<file path="src/rtl/adc_threshold_detect_pkg.sv">
// Shared Rhythm sequencer package: latch-point defaults, detector FSM
// encodings and small arithmetic helpers used by the threshold detector.
package adc_threshold_detect_pkg;

    // Sequencer position at which a finished ADC conversion is captured.
    localparam logic [31:0] MS_LATCH_DEFAULT      = 32'd100;
    localparam logic [5:0]  LATCH_CHANNEL_DEFAULT = 6'd23;

    // Detector states: two stable levels, each with a debounce pending state.
    typedef enum logic [1:0] {
        LOW       = 2'd0,
        RISE_PEND = 2'd1,
        HIGH      = 2'd2,
        FALL_PEND = 2'd3
    } det_state_e;

    // Lower threshold = threshold - hysteresis, clamped to 0 on borrow.
    function automatic logic [15:0] low_threshold(input logic [15:0] thr,
                                                  input logic [15:0] hyst);
        logic [16:0] diff;
        diff = {1'b0, thr} - {1'b0, hyst};
        return diff[16] ? 16'd0 : diff[15:0];
    endfunction

    // Output level implied by a detector state.
    function automatic logic state_level(input det_state_e s);
        return (s == HIGH) || (s == FALL_PEND);
    endfunction

    // Increment that sticks at the counter maximum.
    function automatic logic [7:0] sat_inc(input logic [7:0] v);
        return (v == 8'd255) ? 8'd255 : (v + 8'd1);
    endfunction

endpackage

</file>
<file path="src/rtl/adc_threshold_detect_if.sv">
// Signal bundle between the sequencer/control side and the threshold detector.
interface adc_threshold_detect_if;
    logic [31:0] main_state;
    logic [5:0]  channel;
    logic [15:0] ADC_register;
    logic        enable;
    logic [15:0] threshold;
    logic [15:0] hysteresis;
    logic        polarity;
    logic [7:0]  debounce;
    logic [15:0] sample_out;
    logic        sample_valid;
    logic        digout;
    logic        edge_pulse;

    // Driver side: sequencer and control registers.
    modport master (
        output main_state, channel, ADC_register,
        output enable, threshold, hysteresis, polarity, debounce,
        input  sample_out, sample_valid, digout, edge_pulse
    );

    // Detector side.
    modport slave (
        input  main_state, channel, ADC_register,
        input  enable, threshold, hysteresis, polarity, debounce,
        output sample_out, sample_valid, digout, edge_pulse
    );
endinterface

</file>
<file path="src/rtl/adc_threshold_detect.sv">
// ADC threshold detector: captures the ADC result at the sequencer latch
// point, then runs a debounced hysteresis comparator on each captured sample.
// Comparator and FSM are deliberately kept in this single module.
module adc_threshold_detect
    import adc_threshold_detect_pkg::*;
#(
    parameter logic [31:0] ms_latch      = MS_LATCH_DEFAULT,
    parameter logic [5:0]  latch_channel = LATCH_CHANNEL_DEFAULT
) (
    input  logic                       dataclk,
    input  logic                       reset,
    adc_threshold_detect_if.slave      bus
);

    logic        latch_s;
    logic [15:0] sample_q;
    logic        valid_q;
    logic [15:0] lo_s;
    logic        rise_s;
    logic        fall_s;
    det_state_e  state_q;
    det_state_e  state_d;
    logic [7:0]  cnt_q;
    logic [7:0]  cnt_d;
    logic        level_q;
    logic        level_d;
    logic        edge_q;
    logic        edge_d;
    logic        digout_q;
    logic        digout_d;

    assign latch_s = (bus.main_state == ms_latch) && (bus.channel == latch_channel);

    // Capture the ADC result one cycle after the latch point; strobe valid.
    always_ff @(posedge dataclk or posedge reset) begin
        if (reset) begin
            sample_q <= 16'd0;
            valid_q  <= 1'b0;
        end else begin
            valid_q <= latch_s;
            if (latch_s) begin
                sample_q <= bus.ADC_register;
            end else begin
                sample_q <= sample_q;
            end
        end
    end

    // Hysteresis comparators on the registered sample.
    always_comb begin
        lo_s   = low_threshold(bus.threshold, bus.hysteresis);
        rise_s = (sample_q >= bus.threshold);
        // With lo_s == 0 no unsigned sample can be below it.
        fall_s = (sample_q < lo_s);
    end

    // Next-state logic: evaluate only on valid samples, forced LOW when disabled.
    always_comb begin
        state_d = state_q;
        cnt_d   = cnt_q;
        if (!bus.enable) begin
            state_d = LOW;
            cnt_d   = 8'd0;
        end else if (valid_q) begin
            case (state_q)
                LOW: begin
                    if (rise_s) begin
                        if (bus.debounce == 8'd0) begin
                            state_d = HIGH;
                            cnt_d   = 8'd0;
                        end else begin
                            state_d = RISE_PEND;
                            cnt_d   = 8'd1;
                        end
                    end else begin
                        state_d = LOW;
                        cnt_d   = 8'd0;
                    end
                end
                RISE_PEND: begin
                    if (rise_s) begin
                        if (cnt_q == bus.debounce) begin
                            state_d = HIGH;
                            cnt_d   = 8'd0;
                        end else begin
                            state_d = RISE_PEND;
                            cnt_d   = sat_inc(cnt_q);
                        end
                    end else begin
                        state_d = LOW;
                        cnt_d   = 8'd0;
                    end
                end
                HIGH: begin
                    if (fall_s) begin
                        if (bus.debounce == 8'd0) begin
                            state_d = LOW;
                            cnt_d   = 8'd0;
                        end else begin
                            state_d = FALL_PEND;
                            cnt_d   = 8'd1;
                        end
                    end else begin
                        state_d = HIGH;
                        cnt_d   = 8'd0;
                    end
                end
                FALL_PEND: begin
                    if (fall_s) begin
                        if (cnt_q == bus.debounce) begin
                            state_d = LOW;
                            cnt_d   = 8'd0;
                        end else begin
                            state_d = FALL_PEND;
                            cnt_d   = sat_inc(cnt_q);
                        end
                    end else begin
                        state_d = HIGH;
                        cnt_d   = 8'd0;
                    end
                end
                default: begin
                    state_d = LOW;
                    cnt_d   = 8'd0;
                end
            endcase
        end else begin
            state_d = state_q;
            cnt_d   = cnt_q;
        end
    end

    // Output decode: a level change pulses only when the detector is enabled;
    // polarity alone just re-maps digout.
    always_comb begin
        level_d  = state_level(state_d);
        edge_d   = bus.enable && (level_d != level_q);
        digout_d = level_d ^ bus.polarity;
    end

    // Detector state, counter and registered outputs.
    always_ff @(posedge dataclk or posedge reset) begin
        if (reset) begin
            state_q  <= LOW;
            cnt_q    <= 8'd0;
            level_q  <= 1'b0;
            edge_q   <= 1'b0;
            digout_q <= 1'b0;
        end else begin
            state_q  <= state_d;
            cnt_q    <= cnt_d;
            level_q  <= level_d;
            edge_q   <= edge_d;
            digout_q <= digout_d;
        end
    end

    assign bus.sample_out   = sample_q;
    assign bus.sample_valid = valid_q;
    assign bus.digout       = digout_q;
    assign bus.edge_pulse   = edge_q;

endmodule

</file>
<file path="src/flat_wrapper.sv">
// flat-port wrapper written by rule: the top's interface ports become plain ports
module adc_threshold_detect_flat import adc_threshold_detect_pkg::*;
#(
    parameter logic [31:0] ms_latch      = MS_LATCH_DEFAULT,
    parameter logic [5:0]  latch_channel = LATCH_CHANNEL_DEFAULT
)
  (dataclk, reset, bus_main_state, bus_channel, bus_ADC_register, bus_enable, bus_threshold, bus_hysteresis, bus_polarity, bus_debounce, bus_sample_out, bus_sample_valid, bus_digout, bus_edge_pulse);
  adc_threshold_detect_if bus_i ();
  input  logic dataclk;
  input  logic reset;
  input wire logic [$bits(bus_i.main_state)-1:0] bus_main_state;
  input wire logic [$bits(bus_i.channel)-1:0] bus_channel;
  input wire logic [$bits(bus_i.ADC_register)-1:0] bus_ADC_register;
  input wire logic [$bits(bus_i.enable)-1:0] bus_enable;
  input wire logic [$bits(bus_i.threshold)-1:0] bus_threshold;
  input wire logic [$bits(bus_i.hysteresis)-1:0] bus_hysteresis;
  input wire logic [$bits(bus_i.polarity)-1:0] bus_polarity;
  input wire logic [$bits(bus_i.debounce)-1:0] bus_debounce;
  output wire logic [$bits(bus_i.sample_out)-1:0] bus_sample_out;
  output wire logic [$bits(bus_i.sample_valid)-1:0] bus_sample_valid;
  output wire logic [$bits(bus_i.digout)-1:0] bus_digout;
  output wire logic [$bits(bus_i.edge_pulse)-1:0] bus_edge_pulse;
  assign bus_i.main_state = bus_main_state;
  assign bus_i.channel = bus_channel;
  assign bus_i.ADC_register = bus_ADC_register;
  assign bus_i.enable = bus_enable;
  assign bus_i.threshold = bus_threshold;
  assign bus_i.hysteresis = bus_hysteresis;
  assign bus_i.polarity = bus_polarity;
  assign bus_i.debounce = bus_debounce;
  assign bus_sample_out = bus_i.sample_out;
  assign bus_sample_valid = bus_i.sample_valid;
  assign bus_digout = bus_i.digout;
  assign bus_edge_pulse = bus_i.edge_pulse;
  adc_threshold_detect #(.ms_latch(ms_latch), .latch_channel(latch_channel)) u_core (.dataclk(dataclk), .reset(reset), .bus(bus_i));
endmodule
</file>
<file path="config.mk">
export PLATFORM = sky130hd
export DESIGN_NAME = adc_threshold_detect_flat
export DESIGN_NICKNAME = d
export VERILOG_FILES = /design/src/rtl/adc_threshold_detect_pkg.sv /design/src/rtl/adc_threshold_detect_if.sv /design/src/rtl/adc_threshold_detect.sv /design/src/flat_wrapper.sv
export SDC_FILE = /design/constraint.sdc
export NUM_CORES = 1
export LEC_CHECK = 0
export BUFFER_PORTS_ARGS = -buffer_cell sky130_fd_sc_hd__clkbuf_2
export CORE_UTILIZATION = 46
export DETAILED_ROUTE_END_ITERATION = 12
export PLACE_DENSITY_LB_ADDON = 0.1
export RECOVER_POWER = 50
export SKIP_CTS_REPAIR_TIMING = 1
export SYNTH_ARGS = -nofsm -noshare
export SYNTH_HDL_FRONTEND = slang
export SYNTH_SLANG_ARGS = --single-unit
</file>
<file path="constraint.sdc">
create_clock -name dataclk -period 2.26 [get_ports dataclk]
set_clock_uncertainty 0.05 [all_clocks]
set_input_delay 0.452 -clock dataclk [delete_from_list [all_inputs] [get_ports dataclk]]
set_output_delay 0.452 -clock dataclk [all_outputs]
set_load 0.01 [all_outputs]
</file>
==> impl_metrics.toml <==
[outcome]
outcome = "finished with violations"
failed_checks = "max-capacitance violations, max-slew violations, negative setup slack"

[detailed_routing]
viasPerCell = 5.40
drt_iter0_drc = 113
wl_um = 9880
drt_first_pass_iters = 4
wl_per_cell_um = 15.3
drc = 0
postRouteAntennaNets = 0
vias = 3496

[hold_path]
hp-class = "input pin to register"

[power_and_ir_drop]
p_leak_nw = 2.59
pwr_density_cell_nw_per_um2 = 362
ir_drop_uv = 204

[logic_synthesis]
yosysSeqAreaShare_pct = 23.6
synth_fp_nets = 513
ys_async_sr_fraction_pct = 100
syn_inst = 366
netlist.area_leader.share_pct = 23.6
ys_top_cells_by_area = "dfrtp_1 24%, ha_1 19%, xnor2_1 5.0%"
synth_most_common_cell = "ha_1"
synth.distinct_cells = 57
yosys_warnings = 0
synth_commonest_cells = "48 x ha_1, 40 x inv_1, 33 x nand2_1"
synth_edf_count = 0
yosys.area.top_type = "dfrtp_1"
synth_area_um2 = 3180
post_synth.cell_area_avg_um2 = 8.69
ys_ff_latch = 30
synthFlopType = "dfrtp_1"

[cells_and_area]
n_fill_cell = 516
layout.nets = 716
drive_gt1_share_pct = 45.8
antenna_cells = 0
finalNonFillerCells = 647
syn_to_final_growth_pct = 51.9

[clock_network]
root_buffer = "clkbuf_8"
cts_sinks = 30
clk_pin_slew_ps = 70
clockBufferDepth = 2
cts_tree = "built"
clock_latency_ps = 300
htree_num_levels = 2
cts_buffers = 5

[setup_path]
rrSetupSlack_ps = -370
worst_ep_required_time_ps = 2430
path_class = "input pin to register"
endpoint_kind = "register"
start_kind = "input pin"
cp_max_fo = 5
worstPathArrival_ps = 4350

[floorplan]
die_x_um = 85.1
core-area_um2 = 6490
die_h_um = 85.1
initial_core_util_pct = 49.0
die_area_um2 = 7250
num_rows = 29
io_pins = 117

[sta]
worst_slew_margin_rel_pct = -19.6
fin_crit_sh_pct = 185
setup_ws_ps = -1920
maxSlewViolCount = 31
timing.final.setup_violations = 13
whs_ps = 314
fmax_mhz = 239
worst_pin_slew_ps = 1790
grt_setup_unrepaired = "yes"
min_period_ps = 4180
hold_violations = 0

[placed_design]
gp_congestion = 0.894
pre_cts_ws_ps = -2400
dp.cells = 631
io_buffers = 116
dp_hpwl_um = 7710

[global_routing]
grt_pass1_wl_um = 14900
grt_usage_pct = 26.1
first_global_vias = 3407
antenna_found_initial = 0
grt_max_degree = 31
overflow = 0

[run]
drv_cap = 1
metrics by stage:
stage | instance area, um^2 | total power, mW | setup TNS (ps) | util, %
floorplan | 3240 | 0.897 | -23760 | -
global placement | 4470 | 1.15 | -27740 | 68.8
detailed placement | 4470 | 1.17 | -29630 | 68.8
CTS | 4560 | 1.66 | -26000 | 70.3
global route | 4830 | 1.85 | -26460 | 74.4
finish | 4830 | 1.75 | -24130 | 74.4
metal layers:
| layer | up-vias | track usage, % | wire (um) |
|---|---|---|---|
| met3 | 21 | 4.09 | 479 |
| met4 | 0 | 4.62 | 237 |
| met5 | - | 0 | 0 |
| met2 | 132 | 50.1 | 4980 |
| li1 | 1742 | - | - |
| met1 | 1601 | 30.8 | 4190 |
worst paths after layout:
path / start / endpoint / cells after the start
worst max register to register: u_core.bus.sample_out[11] / u_core.cnt_q[2] / 9
worst min-delay path: bus_polarity / u_core.bus.digout / 2
worst max-delay path: bus_hysteresis[1] / u_core.cnt_q[1] / 21
max in group asynchronous: reset / u_core.bus.sample_out[13] / 3
worst min register to register: u_core.level_q / u_core.bus.edge_pulse / 1
min in group asynchronous: reset / u_core.cnt_q[0] / 3
power breakdown:
part	total, mW	internal (mW)	switching, mW
logic	0.719	0.374	0.345
registers	0.538	0.537	0.000202
clock network	0.491	0.245	0.246
sequential cells by signal, indices dropped and copies added (netlist names):
| name | count |
|---|---|
| u_core.bus.sample_out | 16 |
| u_core.cnt_q | 8 |
| u_core.bus.sample_valid | 1 |
| u_core.level_q | 1 |
| u_core.bus.edge_pulse | 1 |
| u_core.bus.digout | 1 |
| u_core.state_q | 2 |
placed cells by master (no fill, tap or decap), types with 8 or more instances in the layout:
cell type / Yosys / routed
nor2_1: 22 / 19
inv_1: 40 / 39
xnor2_1: 18 / 16
nor3_1: 8 / 8
mux2_1: 8 / 8
nand4_1: 9 / 9
nand2_1: 33 / 29
o21ai_0: 10 / 8
ha_1: 48 / 41
dfrtp_1: 30 / 30
o21ai_1: 11 / 9
buf_4: 0 / 78
nand3_1: 10 / 10
clkbuf_2: 0 / 113
a21oi_1: 23 / 18
worst max-delay path, stage by stage:
cell and delay [ps]:
clkbuf_2 110, buf_6 120, fa_2 420, nor2b_4 140, o2111ai_2 150, and3_4 210, o311ai_4 220, a21oi_2 110
o21bai_2 170, buf_4 140, buf_6 120, o21ai_2 50, ha_1 320, a21oi_2 140, o22ai_2 110, a2111oi_4 420
a2111oi_4 70, a31oi_4 330, o2111ai_4 200, buf_4 190, o21ai_1 140
logic make-up (layout without fill, tap and decap cells):
group / after synthesis / in the layout / share of synthesized area (%)
buffers and inverters: 44 / 247 / 5.31
AOI/OAI and AO/OA: 85 / 86 / 19.5
and+or+nand+nor: 121 / 121 / 20.6
xor gates and xnor gates: 21 / 21 / 5.79
DFF: 30 / 30 / 23.6
adders and majority gates: 49 / 49 / 19.5
muxes: 16 / 16 / 5.63
cell type report:
class / count / area, um^2 / share of cell area (%)
timing repair buffer: 199 / 1220 / 25.3
inverter: 40 / 163 / 3.37
multi-input combinational: 293 / 2500 / 51.8
tap: 77 / 96.3 / 1.99
clock inverter: 2 / 12.5 / 0.259
sequential: 30 / 751 / 15.5
clock buffer: 6 / 82.6 / 1.71
Note: power is estimated with default switching activity, not from simulation.
